$ cat src/rtl/div_enable_sched.sv
// Programmable clock-enable scheduler: prescaled tick routed round-robin to masked channels,
// with idle-only config loading and start/stop/done burst sequencing.
module div_enable_sched #(
  parameter  int WIDTH = 8,
  parameter  int NCH   = 4,
  parameter  int CNTW  = 8,
  localparam int CHW   = (NCH > 1) ? $clog2(NCH) : 1
) (
  input  logic             clk,
  input  logic             reset,
  input  logic             cfg_valid,
  output logic             cfg_ready,
  input  logic [WIDTH-1:0] cfg_div,
  input  logic [NCH-1:0]   cfg_mask,
  input  logic [CNTW-1:0]  cfg_count,
  input  logic             start,
  input  logic             stop,
  output logic             tick,
  output logic [NCH-1:0]   en,
  output logic [CHW-1:0]   ch_idx,
  output logic             busy,
  output logic             done
);

  typedef enum logic [1:0] {IDLE = 2'd0, RUN = 2'd1, DONE = 2'd2} state_t;

  state_t           state, state_n;
  logic [WIDTH-1:0] div_reg, div_n, cnt, cnt_n;
  logic [NCH-1:0]   mask_reg, mask_n;
  logic [CNTW-1:0]  count_reg, count_n, ticks, ticks_n, ticks_inc;
  logic [CHW-1:0]   ch_n;

  function automatic logic [CHW-1:0] lowest_set(input logic [NCH-1:0] m);
    lowest_set = '0;
    for (int i = NCH - 1; i >= 0; i--) begin
      if (m[i]) lowest_set = CHW'(i);
      else      lowest_set = lowest_set;
    end
  endfunction

  // Next set bit strictly above cur, wrapping; a single-bit mask returns cur itself.
  function automatic logic [CHW-1:0] next_set(input logic [NCH-1:0] m, input logic [CHW-1:0] cur);
    logic found;
    int   idx;
    next_set = cur;
    found    = 1'b0;
    for (int i = 1; i <= NCH; i++) begin
      idx = (int'(cur) + i) % NCH;
      if (!found && m[idx]) begin
        next_set = CHW'(idx);
        found    = 1'b1;
      end else begin
        found = found;
      end
    end
  endfunction

  assign tick      = (state == RUN) && (cnt == '0);
  assign en        = tick ? ({{(NCH-1){1'b0}}, 1'b1} << ch_idx) : '0;
  assign busy      = (state == RUN);
  assign done      = (state == DONE);
  assign cfg_ready = (state == IDLE);
  assign ticks_inc = ticks + CNTW'(1);

  // Next-state and datapath update.
  always_comb begin
    state_n = state;
    div_n   = div_reg;
    mask_n  = mask_reg;
    count_n = count_reg;
    cnt_n   = cnt;
    ticks_n = ticks;
    ch_n    = ch_idx;
    case (state)
      IDLE: begin
        if (cfg_valid) begin
          div_n   = cfg_div;
          mask_n  = cfg_mask;
          count_n = cfg_count;
        end else begin
          div_n = div_reg;
        end
        // Start decisions use the registers as they stand, not a same-cycle config.
        if (start && !stop && (mask_reg != '0)) begin
          state_n = RUN;
          cnt_n   = div_reg;
          ticks_n = '0;
          ch_n    = lowest_set(mask_reg);
        end else begin
          state_n = IDLE;
        end
      end
      RUN: begin
        if (stop) begin
          state_n = IDLE;
          cnt_n   = '0;
          ticks_n = '0;
        end else if (cnt != '0) begin
          cnt_n = cnt - WIDTH'(1);
        end else begin
          cnt_n   = div_reg;
          ticks_n = ticks_inc;
          ch_n    = next_set(mask_reg, ch_idx);
          if ((count_reg != '0) && (ticks_inc == count_reg)) begin
            state_n = DONE;
            cnt_n   = '0;
            ticks_n = '0;
          end else begin
            state_n = RUN;
          end
        end
      end
      DONE:    state_n = IDLE;
      default: state_n = IDLE;
    endcase
  end

  // State and datapath registers.
  always_ff @(posedge clk or posedge reset) begin
    if (reset) begin
      state     <= IDLE;
      div_reg   <= WIDTH'(2);
      mask_reg  <= '1;
      count_reg <= '0;
      cnt       <= '0;
      ticks     <= '0;
      ch_idx    <= '0;
    end else begin
      state     <= state_n;
      div_reg   <= div_n;
      mask_reg  <= mask_n;
      count_reg <= count_n;
      cnt       <= cnt_n;
      ticks     <= ticks_n;
      ch_idx    <= ch_n;
    end
  end

endmodule

$ cat config.mk
export PLATFORM = sky130hd
export DESIGN_NAME = div_enable_sched
export DESIGN_NICKNAME = d
export VERILOG_FILES = /design/src/rtl/div_enable_sched.sv
export SDC_FILE = /design/constraint.sdc
export NUM_CORES = 1
export LEC_CHECK = 0
export BUFFER_PORTS_ARGS = -buffer_cell sky130_fd_sc_hd__buf_2
export CORE_ASPECT_RATIO = 1.75
export CORE_MARGIN = 2
export CORE_UTILIZATION = 46
export CTS_BUF_LIST = sky130_fd_sc_hd__clkbuf_4
export CTS_CLUSTER_SIZE = 25
export DETAILED_ROUTE_END_ITERATION = 7
export PLACE_DENSITY = 0.67
export SLEW_MARGIN = 20
export SYNTH_ARGS = -nofsm -noshare
export SYNTH_HDL_FRONTEND = slang
export SYNTH_SLANG_ARGS = --single-unit
$ cat constraint.sdc
create_clock -name clk -period 2.6 [get_ports clk]
set_input_delay 0.52 -clock clk [delete_from_list [all_inputs] [get_ports clk]]
set_output_delay 0.52 -clock clk [all_outputs]
set_load 0.01 [all_outputs]
* Word level (Yosys, flattened, before mapping)
Cells that the tools add are included.
Operators by class: add/subtract/negate cells 6, $lt $le $gt $ge 4, equality and inequality tests 8, shift operators 1, multiplexer cells 52, bitwise logic cells 4, reduce and logical (&&, ||, !) cells 25
Operator list (number):
- 2-to-1 mux 8 bit | 8
- one-hot mux 8 bit (2 select lines) | 2
- 2-to-1 mux 2 bit | 14
- 2-to-1 mux 1 bit | 21
- less-than comparator 3 x 4 -> 1 bit (second input constant) | 4
- nonzero test 8 bit | 2
- adder 8 x 1 -> 8 bit (second input constant) | 1
- binary-select mux 1 bit (select 2 bit) | 4
- == test 8 bit | 1
- logical NOT 8 bit | 1
- one-hot mux 2 bit (2 select lines) | 2
- OR reduction 2 bit | 4
- subtractor 8 x 1 -> 8 bit (second input constant) | 1
- logical AND 1 bit | 7
- inequality test 5 x 1 -> 1 bit (second input constant) | 1
- AND reduction 5 bit | 1
- adder 2 x 1 -> 2 bit (second input constant) | 2
- adder 2 bit (second input constant) | 2
- AND 1 bit (first input constant) | 4
- logical NOT 1 bit | 4
- 2-to-1 mux 4 bit | 1
- inequality test 2 bit (second input constant) | 2
- AND reduction 2 bit | 2
- nonzero test 4 bit | 1
- other kinds (8) | 8
Word-level totals: bits in registers 40, output and inout port bits 10, word-level logic and storage cells 107

* Depth between registers and ports, before layout
Gate-level depths: netlist of run 1.
word-level depth 28, gate-level depth with buffers 9, gate-level depth less buffers 8

* Least setup slack after synthesis of run 1
Ideal clock, no wire load.
path kind register to register, start point reg ch_idx[0], end point reg ch_idx[1], setup time 129 ps, data arrival time 2089 ps, required time 2471 ps, slack 382 ps, cell stages (with the launch flop) 9, path through dfrtp_1 buf_2 inv_1 ha_1 mux4_2 nor3_1 nor4_1 a311oi_1 a21oi_1
Between the ends: word-level cells in the longest chain between the ends 26
RTL lines:
- from (decl) | line 20 | output logic [CHW-1:0] ch_idx,
- from (signal assigned) | line 135 | ch_idx <= ch_n;
- adder 2 x 1 -> 2 bit | line 48 | idx = (int'(cur) + i) % NCH;
- binary-select mux 1 bit (select 2 bit) | line 49 | if (!found && m[idx]) begin
- 2-to-1 mux 1 bit (not written as such) (2 in series) | line 49
- 2-to-1 mux 1 bit | line 49
- 2-to-1 mux 1 bit | line 98 | end else if (cnt != '0) begin
- 2-to-1 mux 1 bit | line 94 | if (stop) begin
- 2-to-1 mux 1 bit | line 74 | case (state)
- logical NOT 1 bit | line 49
- [9 not listed]
- 2-to-1 mux 1 bit | line 94
- 2-to-1 mux 1 bit | line 74
- logical NOT 1 bit | line 49
- logical AND 1 bit | line 49
- 2-to-1 mux 2 bit | line 49
- 2-to-1 mux 2 bit | line 98
- 2-to-1 mux 2 bit | line 94
- one-hot mux 2 bit (2 select lines) | line 74
Several ways; a longest one is shown, not always the timed one. The select of a mux whose other input is x is not followed. A chain may end at the register's enable or synchronous reset.

* Worst setup path in the final report of run 1
start point reg state[1], end point out busy
Between the ends: word-level cells in the longest chain between the ends 1
RTL lines:
- from (decl) | line 27 | state_t state, state_n;
- from (signal assigned) | line 129 | state <= state_n;
- == test 2 x 1 -> 1 bit | line 60 | assign busy = (state == RUN);
- to (decl) | line 21 | output logic busy,
Every way passes these cells.

==> results of run 1 <==
-- cells in the final DEF, fill, tap and decap left out, drive strengths merged, types with 7 or more instances in the layout --
master  count
nand2      30
mux2       18
a21oi       9
ha          7
nand4       9
nand3      13
inv        10
o21ai      18
dfrtp      35
nor2       10
o211ai      8
and2        7
buf        45
nor3       11
-- cell usage after synthesis, types with 6 or more instances --
| cell | number | share of area (%) |
|---|---|---|
| sky130_fd_sc_hd__ha_1 | 7 | 3.3 |
| sky130_fd_sc_hd__nand2_1 | 29 | 4.1 |
| sky130_fd_sc_hd__a21oi_1 | 9 | 1.7 |
| sky130_fd_sc_hd__o21ai_0 | 17 | 3.2 |
| sky130_fd_sc_hd__nand4_1 | 9 | 2.1 |
| sky130_fd_sc_hd__dfrtp_1 | 35 | 33 |
| sky130_fd_sc_hd__and2_1 | 6 | 1.4 |
| sky130_fd_sc_hd__clkbuf_1 | 9 | 1.3 |
| sky130_fd_sc_hd__inv_1 | 10 | 1.4 |
| sky130_fd_sc_hd__nand3_1 | 12 | 2.3 |
| sky130_fd_sc_hd__nor3_1 | 9 | 1.7 |
| sky130_fd_sc_hd__mux2_2 | 18 | 7.7 |
| sky130_fd_sc_hd__nor2_1 | 10 | 1.4 |
| sky130_fd_sc_hd__o211ai_1 | 8 | 2.3 |
| sky130_fd_sc_hd__buf_2 | 6 | 1.1 |
-- cells by family (layout without fill, tap and decap cells) --
group | count (synthesis) | count (layout) | share of synthesized area (%)
AND/OR/NAND/NOR | 110 | 110 | 22.8
AO/OA/AOI/OAI | 65 | 65 | 18.2
flip-flops | 40 | 40 | 38.1
buffers and inverters | 29 | 64 | 4.73
multiplexers | 22 | 22 | 10.1
XOR/XNOR | 8 | 8 | 2.65
adder cells (fa/ha/maj) | 7 | 7 | 3.31
-- cell type report --
type                            instances  area, sq um  share of cell area [%]
Clock buffer                            6         45.0                    1.51
Clock inverter                          2         35.0                    1.17
Inverter                               11         42.5                    1.42
Multi-Input combinational cell        212         1510                    50.6
Sequential cell                        40         1010                    33.7
Tap cell                               76         95.1                    3.18
Timing Repair Buffer                   45          253                    8.45
-- through the flow --
| stage | worst slack (ns) | std cells |
|---|---|---|
| after floorplan | 0.382 | 281 |
| after global placement | 0.437 | 384 |
| after detailed placement | 0.393 | 384 |
| after CTS | 0.140 | 392 |
| after global routing | 0.0688 | 392 |
| final | 0.195 | 392 |
-- power groups by stage --
| stage | logic (mW) | clock network, mW | registers [mW] |
|---|---|---|---|
| after floorplan | 1.24 | 0 | 1.09 |
| after global placement | 1.50 | 0 | 1.23 |
| after detailed placement | 1.53 | 0 | 1.24 |
| after CTS | 1.53 | 0.433 | 1.23 |
| after global routing | 1.71 | 0.457 | 1.28 |
| final | 1.53 | 0.422 | 1.23 |
-- tightest hold or removal path, delay by kind of cell --
family	cells	cell delay, ns
buf+inv	3	0.55
-- worst max-delay path by stage --
stage	startpoint	end	slack (ns)	depth (start not counted)
final	state[1]	busy	0.20	3
after global routing	cnt[2]	en[2]	0.07	5
after CTS	state[1]	en[1]	0.14	4
after detailed placement	ticks[0]	ticks[3]	0.39	7
after global placement	ch_idx[1]	ch_idx[1]	0.44	7
after floorplan	ch_idx[0]	ch_idx[1]	0.38	8
-- per-layer routing --
metal,track usage [%],up-vias,share of wire (%)
met1,22.9,1107,39
li1,-,1105,-
met3,3.36,9,3.4
met4,7.30,0,2.0
met5,0,-,0
met2,38.3,57,56
-- what timing repair did --
action	CTS	global route
endpoints found under the setup margin	0	3
endpoints found under the hold margin	0	0
resized for setup	0	1
==> results by stage, run 1 <==
Worst setup path:
- The maximum fanout count along the critical path is 13.
- Together, buffers and inverters on the worst path number 2.
- The worst setup path is of the flip-flop to primary output kind.
- The worst register-to-register path ends at ticks[7].
- The kind of cell with the highest combined delay on the critical path is simple AND/OR/NAND/NOR gates.
- The biggest cell delay along the critical path is 0.53 ns.
- The slack of the worst reg-to-reg path is 0.34 ns.
- STA classifies the critical path startpoint as a flip-flop.
- The worst setup path is captured at a primary output.
- STA puts the critical path data required time at between 2 and 2.5 ns.
- The signal on the critical path passes through nand2b_1, inv_1, buf_2.
- Counting cells, the worst reg-to-reg path comes to 7.
- The launch instance of the worst register-to-register path is ticks[0].
- The slowest stage of the critical path belongs to the cell sky130_fd_sc_hd__nand2b_1.
- The data arrival time of the worst path is 1.88 ns.

STA:
- The post-route setup TNS is 0 ns.
- The time the worst path needs with I/O delays and setup is ~2.4 ns.
- For the pin with the worst max-slew slack, the measured transition is around 0.6 ns.
- Setup repair after global routing left no endpoint under its margin.
- The number of hold violations in the final report is 0.
- Hold timing on the final database bottoms out at a slack of about 0.27 ns.
- Based on the critical path, the design can be clocked at up to between 400 and 500 MHz.
- The post-route clock skew is about 0.016 ns.
- The max-slew violation total from the final report is 0.
- After layout, the worst path uses around 92% of the clock period.
- Setup violations remaining at the end of the flow were counted as 0.
- The worst pin sits at a relative slew slack of around three fifths.

Pwr:
- After layout, the design draws a total of 3.17 mW.
- The internal power component is approximately 1.8 mW.
- The logic gate share of total power is between 40% and 50%.
- The total power density per cell area is roughly 1100 nW/um^2.
- The switching power is 1.33 mW.
- The switching part of the total power is between 40% and 50%.
- The worst supply voltage drop on vdd is ~0.00052 V.
- The leakage power figure is 1.25 nW.
- The share of total power dissipated in sequential elements is about two fifths.
- The clock network burns 13.3% of the power.

Routing:
- After the first detailed-routing iteration, the DRC count stood at 151.
- In the routed design, unresolved DRC markers number 0.
- The detailed router placed between 2,000 and 2,500 vias in this run.
- For this block, the routed nets add up to approximately 6.0 mm of wire.
- The post-detailed-route count of antenna-violating nets is 0.
- The number of detailed-routing iterations run before antenna repair is 4.
- Dividing the detail-routed wire length by the instance count gives ~15 um.
- The via count normalized by instance count is approximately 5.8.

Final layout:
- Of the cells placed in the final design, the portion with a size suffix greater than 1 is between 30% and 40%.
- Relative to the synthesized area, the layout overhead comes to 13.2%.
- The post-layout instance area is about 3000 sq um.
- The total number of nets in the final design is roughly 350.
- The final antenna diode count is 0.
- The number of filler instances in the final layout is approximately 530.
- For this run, the share of the core covered by cells in the final layout is around 54%.

Logic synthesis:
- The number of storage elements in the synthesis netlist is 40.
- Counting every net in the synthesized netlist gives around 310.
- The number of flops mapped to enable cells by yosys is 0.
- The number of warning messages in the yosys log is 0.
- For this run, the leading register cell type out of synthesis is sky130_fd_sc_hd__dfrtp_1.
- Counting distinct cell types in the post-synthesis netlist gives 57.
- After synthesis the cells add up to 2640 sq um.
- The per-instance average area after synthesis is around 9.4 sq um.
- Synthesis produced ~280 cells.
- The post-synthesis sequential area ratio is 38.1%.
- Counting flops with an async set or reset pin after synthesis yields a share of 100%.

Floorplan:
- The floorplan has 36 rows.
- The height of the die is between 100 and 150 um.
- The area of the core is about 5500 sq um.
- The top-level I/O count is 35.
- For this configuration, the core starts out at a cell density of approximately 48%.
- The die is between 60 and 70 um wide.
- The die outline area is 6390 sq um.

Place:
- The standard cell area after detailed placement is between 2000 and 3000 sq um.
- The post-DP HPWL is between 4 and 5 mm.
- The number of port buffers is 34.
- At the end of routability-driven placement, the weighted congestion stood at between 0.9 and 1.

GRT:
- Entering global routing, the biggest net connects about 40 pins.
- Global routing used around a fifth of the available tracks.
- The first global-routing pass estimated slightly above 10 mm of wire.
- The total overflow reported by the global router is 0.
- The initial antenna violation count is 0.
- The via count of the first global-routing pass is 2,200.

Clock tree:
- CTS built an H-tree with a depth of 2.
- The clock net in this run drives a total of 40 sinks.
- TritonCTS built the clock tree.
- The number of buffers added for setup after CTS is 0.
- The root buffer cell chosen for the clock tree is sky130_fd_sc_hd__clkbuf_4.
- Counting along the longest clock path gives a buffer depth of 2.
- The number of buffers added to fix hold violations after cts is 0.
- The number of buffers created by CTS is 5.
- The clock latency on the worst-skew pair is around 0.35 ns.
- The clock-pin slew on the worst setup and hold paths is 0.13 ns.

Worst hold path:
- The class of the worst hold path is input pin to async pin.

Status:
- The flow ran to the end, and the final reports show no timing, DRC or antenna violations.

Run:
- The max-capacitance violation count is 0.
(Power assumes the default switching activity.)
==> inputs of run 2 (changes only) <==
--- a/config.mk
+++ b/config.mk
@@ -5,6 +5,7 @@
 export SDC_FILE = /design/constraint.sdc
 export NUM_CORES = 1
 export LEC_CHECK = 0
+export ABC_AREA = 1
 export BUFFER_PORTS_ARGS = -buffer_cell sky130_fd_sc_hd__buf_2
 export CORE_ASPECT_RATIO = 1.75
 export CORE_MARGIN = 2
==> run 2 against run 1 <==
Against the previous run:
- combinational power is 24% lower
- sequential power decreased by 18%
- flip-flop and latch count is the same
==> results by stage, run 2 <==
Logic synthesis:
- The cell with the most instances after synthesis is sky130_fd_sc_hd__nand2_1.
- The leading area contributor after synthesis is sky130_fd_sc_hd__dfrtp_1.
- The fraction of registers with async set or reset after synthesis is 100%.
- The post-synthesis sequential area ratio is between 30% and 40%.
- The number of storage elements in the synthesis netlist is 40.
- The mapped netlist covers between 2000 and 3000 sq um.
- Ranked by total cell area, the synthesized netlist is headed by sky130_fd_sc_hd__dfrtp_1 (34%), sky130_fd_sc_hd__nand2_1 (13%), sky130_fd_sc_hd__nor2_1 (8.6%), sky130_fd_sc_hd__inv_1 (7.9%), sky130_fd_sc_hd__a21oi_1 (6.1%).
- After synthesis, the largest area contributor takes up roughly a third of total cell area.
- In this run the mean area of a mapped cell was 6.94 sq um.
- Summing the areas of all compound-gate instances in the mapped netlist gives 14.8% of the synthesized area.
- The cell count after synthesis is 376.
- The portion of synthesized area spent on multiplexers is 0.384%.
- The main combinational cell family by area after synthesis is simple AND/OR/NAND/NOR gates.
- Yosys printed 0 warnings.
- The adder-cell share of the synthesized area is between 3 and 4%.
- The commonest cells after synthesis are sky130_fd_sc_hd__nand2_1 (89), sky130_fd_sc_hd__nor2_1 (60), sky130_fd_sc_hd__inv_1 (55).
- The synthesized netlist devotes 1.01% of its cell area to XOR and XNOR gates.
- Summing the areas of all and, or, nand and nor instances in the mapped netlist gives approximately a third of the synthesized area.
- The synthesized netlist net count is around 410.
- The number of library cell types mapped by synthesis is 37.
- The synthesized design contains 0 enable-type register cells.
- The flip-flop cell with the highest count after synthesis is sky130_fd_sc_hd__dfrtp_1.

GRT:
- The via count of the first global-routing pass was approximately 2,300.
- The wire length of the first global-routing pass is 10.4 mm.
- The total overflow reported by the global router is 0.
- The initial antenna violation count is 0.
- For this run, the total global-route usage over all layers was measured as 21.8%.
- The largest net degree at the start of global routing is ~40.

Floorplan:
- The cell row count is 36.
- The die is 60.9 um wide.
- The initial utilization of the core area, before any placement, comes to 47.1%.
- The core region is about 5500 sq um.
- The die outline area is ~6300 sq um.
- The top-level I/O count is 35.
- The height of the die is 104 um.

Routing:
- The number of detailed-routing iterations run before antenna repair is 4.
- In the final routed layout, each cell accounts on average for around 13 um.
- The via count is approximately 2,500.
- The final wirelength is approximately 6.2 mm.
- The first-iteration detailed-routing DRC count is 111.
- In the routed design, unresolved DRC markers number 0.
- After detailed routing, the number of vias per cell comes to approximately 5.
- In this run the remaining antenna-violating nets after routing total 0.

Worst setup path:
- The most frequent cell on the critical path is sky130_fd_sc_hd__nor2_1.
- At the worst endpoint, the arrival time is 1.84 ns.
- Walking the worst path, the cells encountered are inv_1, nand2_1, nor2_1, nand3_1, nor2_1, inv_1, nor2_1, buf_2.
- The critical path is of the flip-flop to primary output type.
- For this run, the slowest stage of the critical path takes around 0.43 ns.
- The kind of cell with the highest combined delay on the critical path is simple AND/OR/NAND/NOR gates.
- The nature of the critical path startpoint is a flip-flop.
- The capturing element type of the critical path is a primary output.
- The maximum fanout count along the critical path is 4.
- The slowest stage cell on the critical path is sky130_fd_sc_hd__dfrtp_1.
- The combined buffer and inverter count along the critical path is 3.
- Data on the critical path is required at its endpoint by about 2.1 ns.

Pwr:
- The worst-case IR drop observed on VDD is ~0.00047 V.
- The overall power after layout is about 2.6 mW.
- For this design the static power due to leakage is roughly 1.5 nW.
- Dividing total power by cell area gives a power density of just under 900 nW/um^2.

STA:
- For this run, the top clock speed supported by timing is roughly 420 MHz.
- In the post-route analysis, the smallest setup slack over all paths is ~0.24 ns.
- Setup violations remaining at the end of the flow were counted as 0.
- The max-slew violation total from the final report was 0.
- The post-route clock skew is 0.0169 ns.
- The number of hold violations in the final report is 0.
- The post-route fraction of the period consumed by the critical path is a little over 90%.
- After routing, the total negative slack on setup checks comes to 0 ns.
- Setup repair after global routing left no endpoint under its margin.
- The actual slew at the worst max-slew pin is 0.633 ns.
- The relative slew slack is 57.7%.
- The time the worst path needs with I/O delays and setup is roughly 2.4 ns.

Place:
- Input and output buffers added on the ports amount to 34.
- The congestion estimate from routability-driven global placement came to between 0.9 and 1.
- The post-DP HPWL is roughly 4.8 mm.
- The worst-case setup slack after placement is between 0.5 and 0.6 ns.
- Counting tap cells, the placed design contains a total of 481 instances.

Clock tree:
- The clock latency on the worst-skew pair is ~0.38 ns.
- The clock tree from TritonCTS is built.
- After clock tree synthesis, the setup repair step added 0 buffers.
- Clock-pin slew was measured on the worst setup and hold paths at 0.13 ns.
- The H-tree was split into 2 levels.
- Buffers inserted during clock tree synthesis total 5.
- The master cell of the clock root buffer is sky130_fd_sc_hd__clkbuf_4.
- Gates resized during post-CTS repair numbered 0.
- CTS saw 40 sinks.
- After clock tree synthesis, the flow added hold-fix buffers numbering 0.
- The clock tree buffer depth is 2.

Final layout:
- Once layout is complete, the utilization of the core stands at between 50% and 60%.
- The final antenna diode count is 0.
- The most common library cell in the layout ignoring fill and taps is sky130_fd_sc_hd__nand2_1.
- Compared with the post-synthesis result, the final layout area differs by 13.2%.
- The number of filler instances in the final layout is 576.
- The share of final-layout standard cells stronger than drive strength 1 is between 10% and 20%.
- The finished layout holds roughly 490 standard cells, fillers aside.
- The total number of nets in the final design is 444.
- The top cell types in the final layout, fill and taps aside, are sky130_fd_sc_hd__nand2_1 (89), sky130_fd_sc_hd__nor2_1 (60), sky130_fd_sc_hd__inv_1 (55), sky130_fd_sc_hd__dfrtp_1 (35), sky130_fd_sc_hd__buf_2 (34).

Run:
- Across the run, the number of max-cap violations was 0.

Status:
- The run finished with clean final reports.

Worst hold path:
- The path class of the tightest hold or removal check is input pin to async pin.
==> run 2: metrics by stage <==
step	cell area, sq um	hold WS (ns)
floorplan	2610	0.469
global placement	2870	0.507
detailed placement	2870	0.511
CTS	2950	0.248
global route	2950	0.269
finish	2950	0.246
==> run 2: cell families (layout without fill, tap and decap cells) <==
group / after synthesis / after routing
and+or+nand+nor: 192 / 192
AOI/OAI and AO/OA: 67 / 67
buffers and inverters: 66 / 103
DFF: 40 / 40
adders and majority gates: 7 / 7
xor gates and xnor gates: 3 / 3
muxes: 1 / 1
==> run 2: worst paths after layout <==
kind                                  start            to  slack, ns  cells past startpoint
worst min register to register  mask_reg[3]   mask_reg[3]       0.53                      2
worst max register to register    ch_idx[0]     ch_idx[0]       0.50                      9
worst min-delay path                  reset        cnt[1]       0.25                      3
min in group clk                cfg_mask[3]   mask_reg[3]       0.36                      3
max in group asynchronous             reset  count_reg[2]       1.97                      3
worst max-delay path                 cnt[3]         en[0]       0.24                      8
==> run 2: where the power goes <==
part | internal [mW] | leakage [nW] | total (mW) | switching [mW]
clock | 0.200 | 0.0412 | 0.430 | 0.230
combinational | 0.414 | 0.975 | 1.17 | 0.751
sequential | 0.837 | 0.473 | 1.01 | 0.168
total | 1.45 | 1.49 | 2.60 | 1.15
==> run 2: worst register-to-register path: cells and delay by family (launching register included) <==
kind	cells	cell delay (ns)
buffers and inverters	1	0.16
AND/OR/NAND/NOR	5	0.46
flip-flops	1	0.56
AO/OA/AOI/OAI	2	0.45
adder cells (fa/ha/maj)	1	0.39
==> run 2: metal layers <==
| layer | routed length (um) | share of wire [%] | GRT usage (%) | vias to the layer above |
|---|---|---|---|---|
| li1 | - | - | - | 1262 |
| met1 | 2400 | 38 | 24.6 | 1123 |
| met2 | 3380 | 54 | 36.9 | 56 |
| met3 | 200 | 3.2 | 4.12 | 21 |
| met4 | 258 | 4.1 | 11.5 | 0 |
| met5 | 0 | 0 | 0 | - |
==> run 2: layout make-up <==
cell class / count / area [sq um] / share of cell area (%)
multi-input combinational: 270 / 1350 / 45.6
sequential: 40 / 1010 / 34.1
inverter: 58 / 219 / 7.41
timing repair buffer: 37 / 205 / 6.95
tap: 76 / 95.1 / 3.22
clock inverter: 3 / 42.5 / 1.44
clock buffer: 5 / 37.5 / 1.27
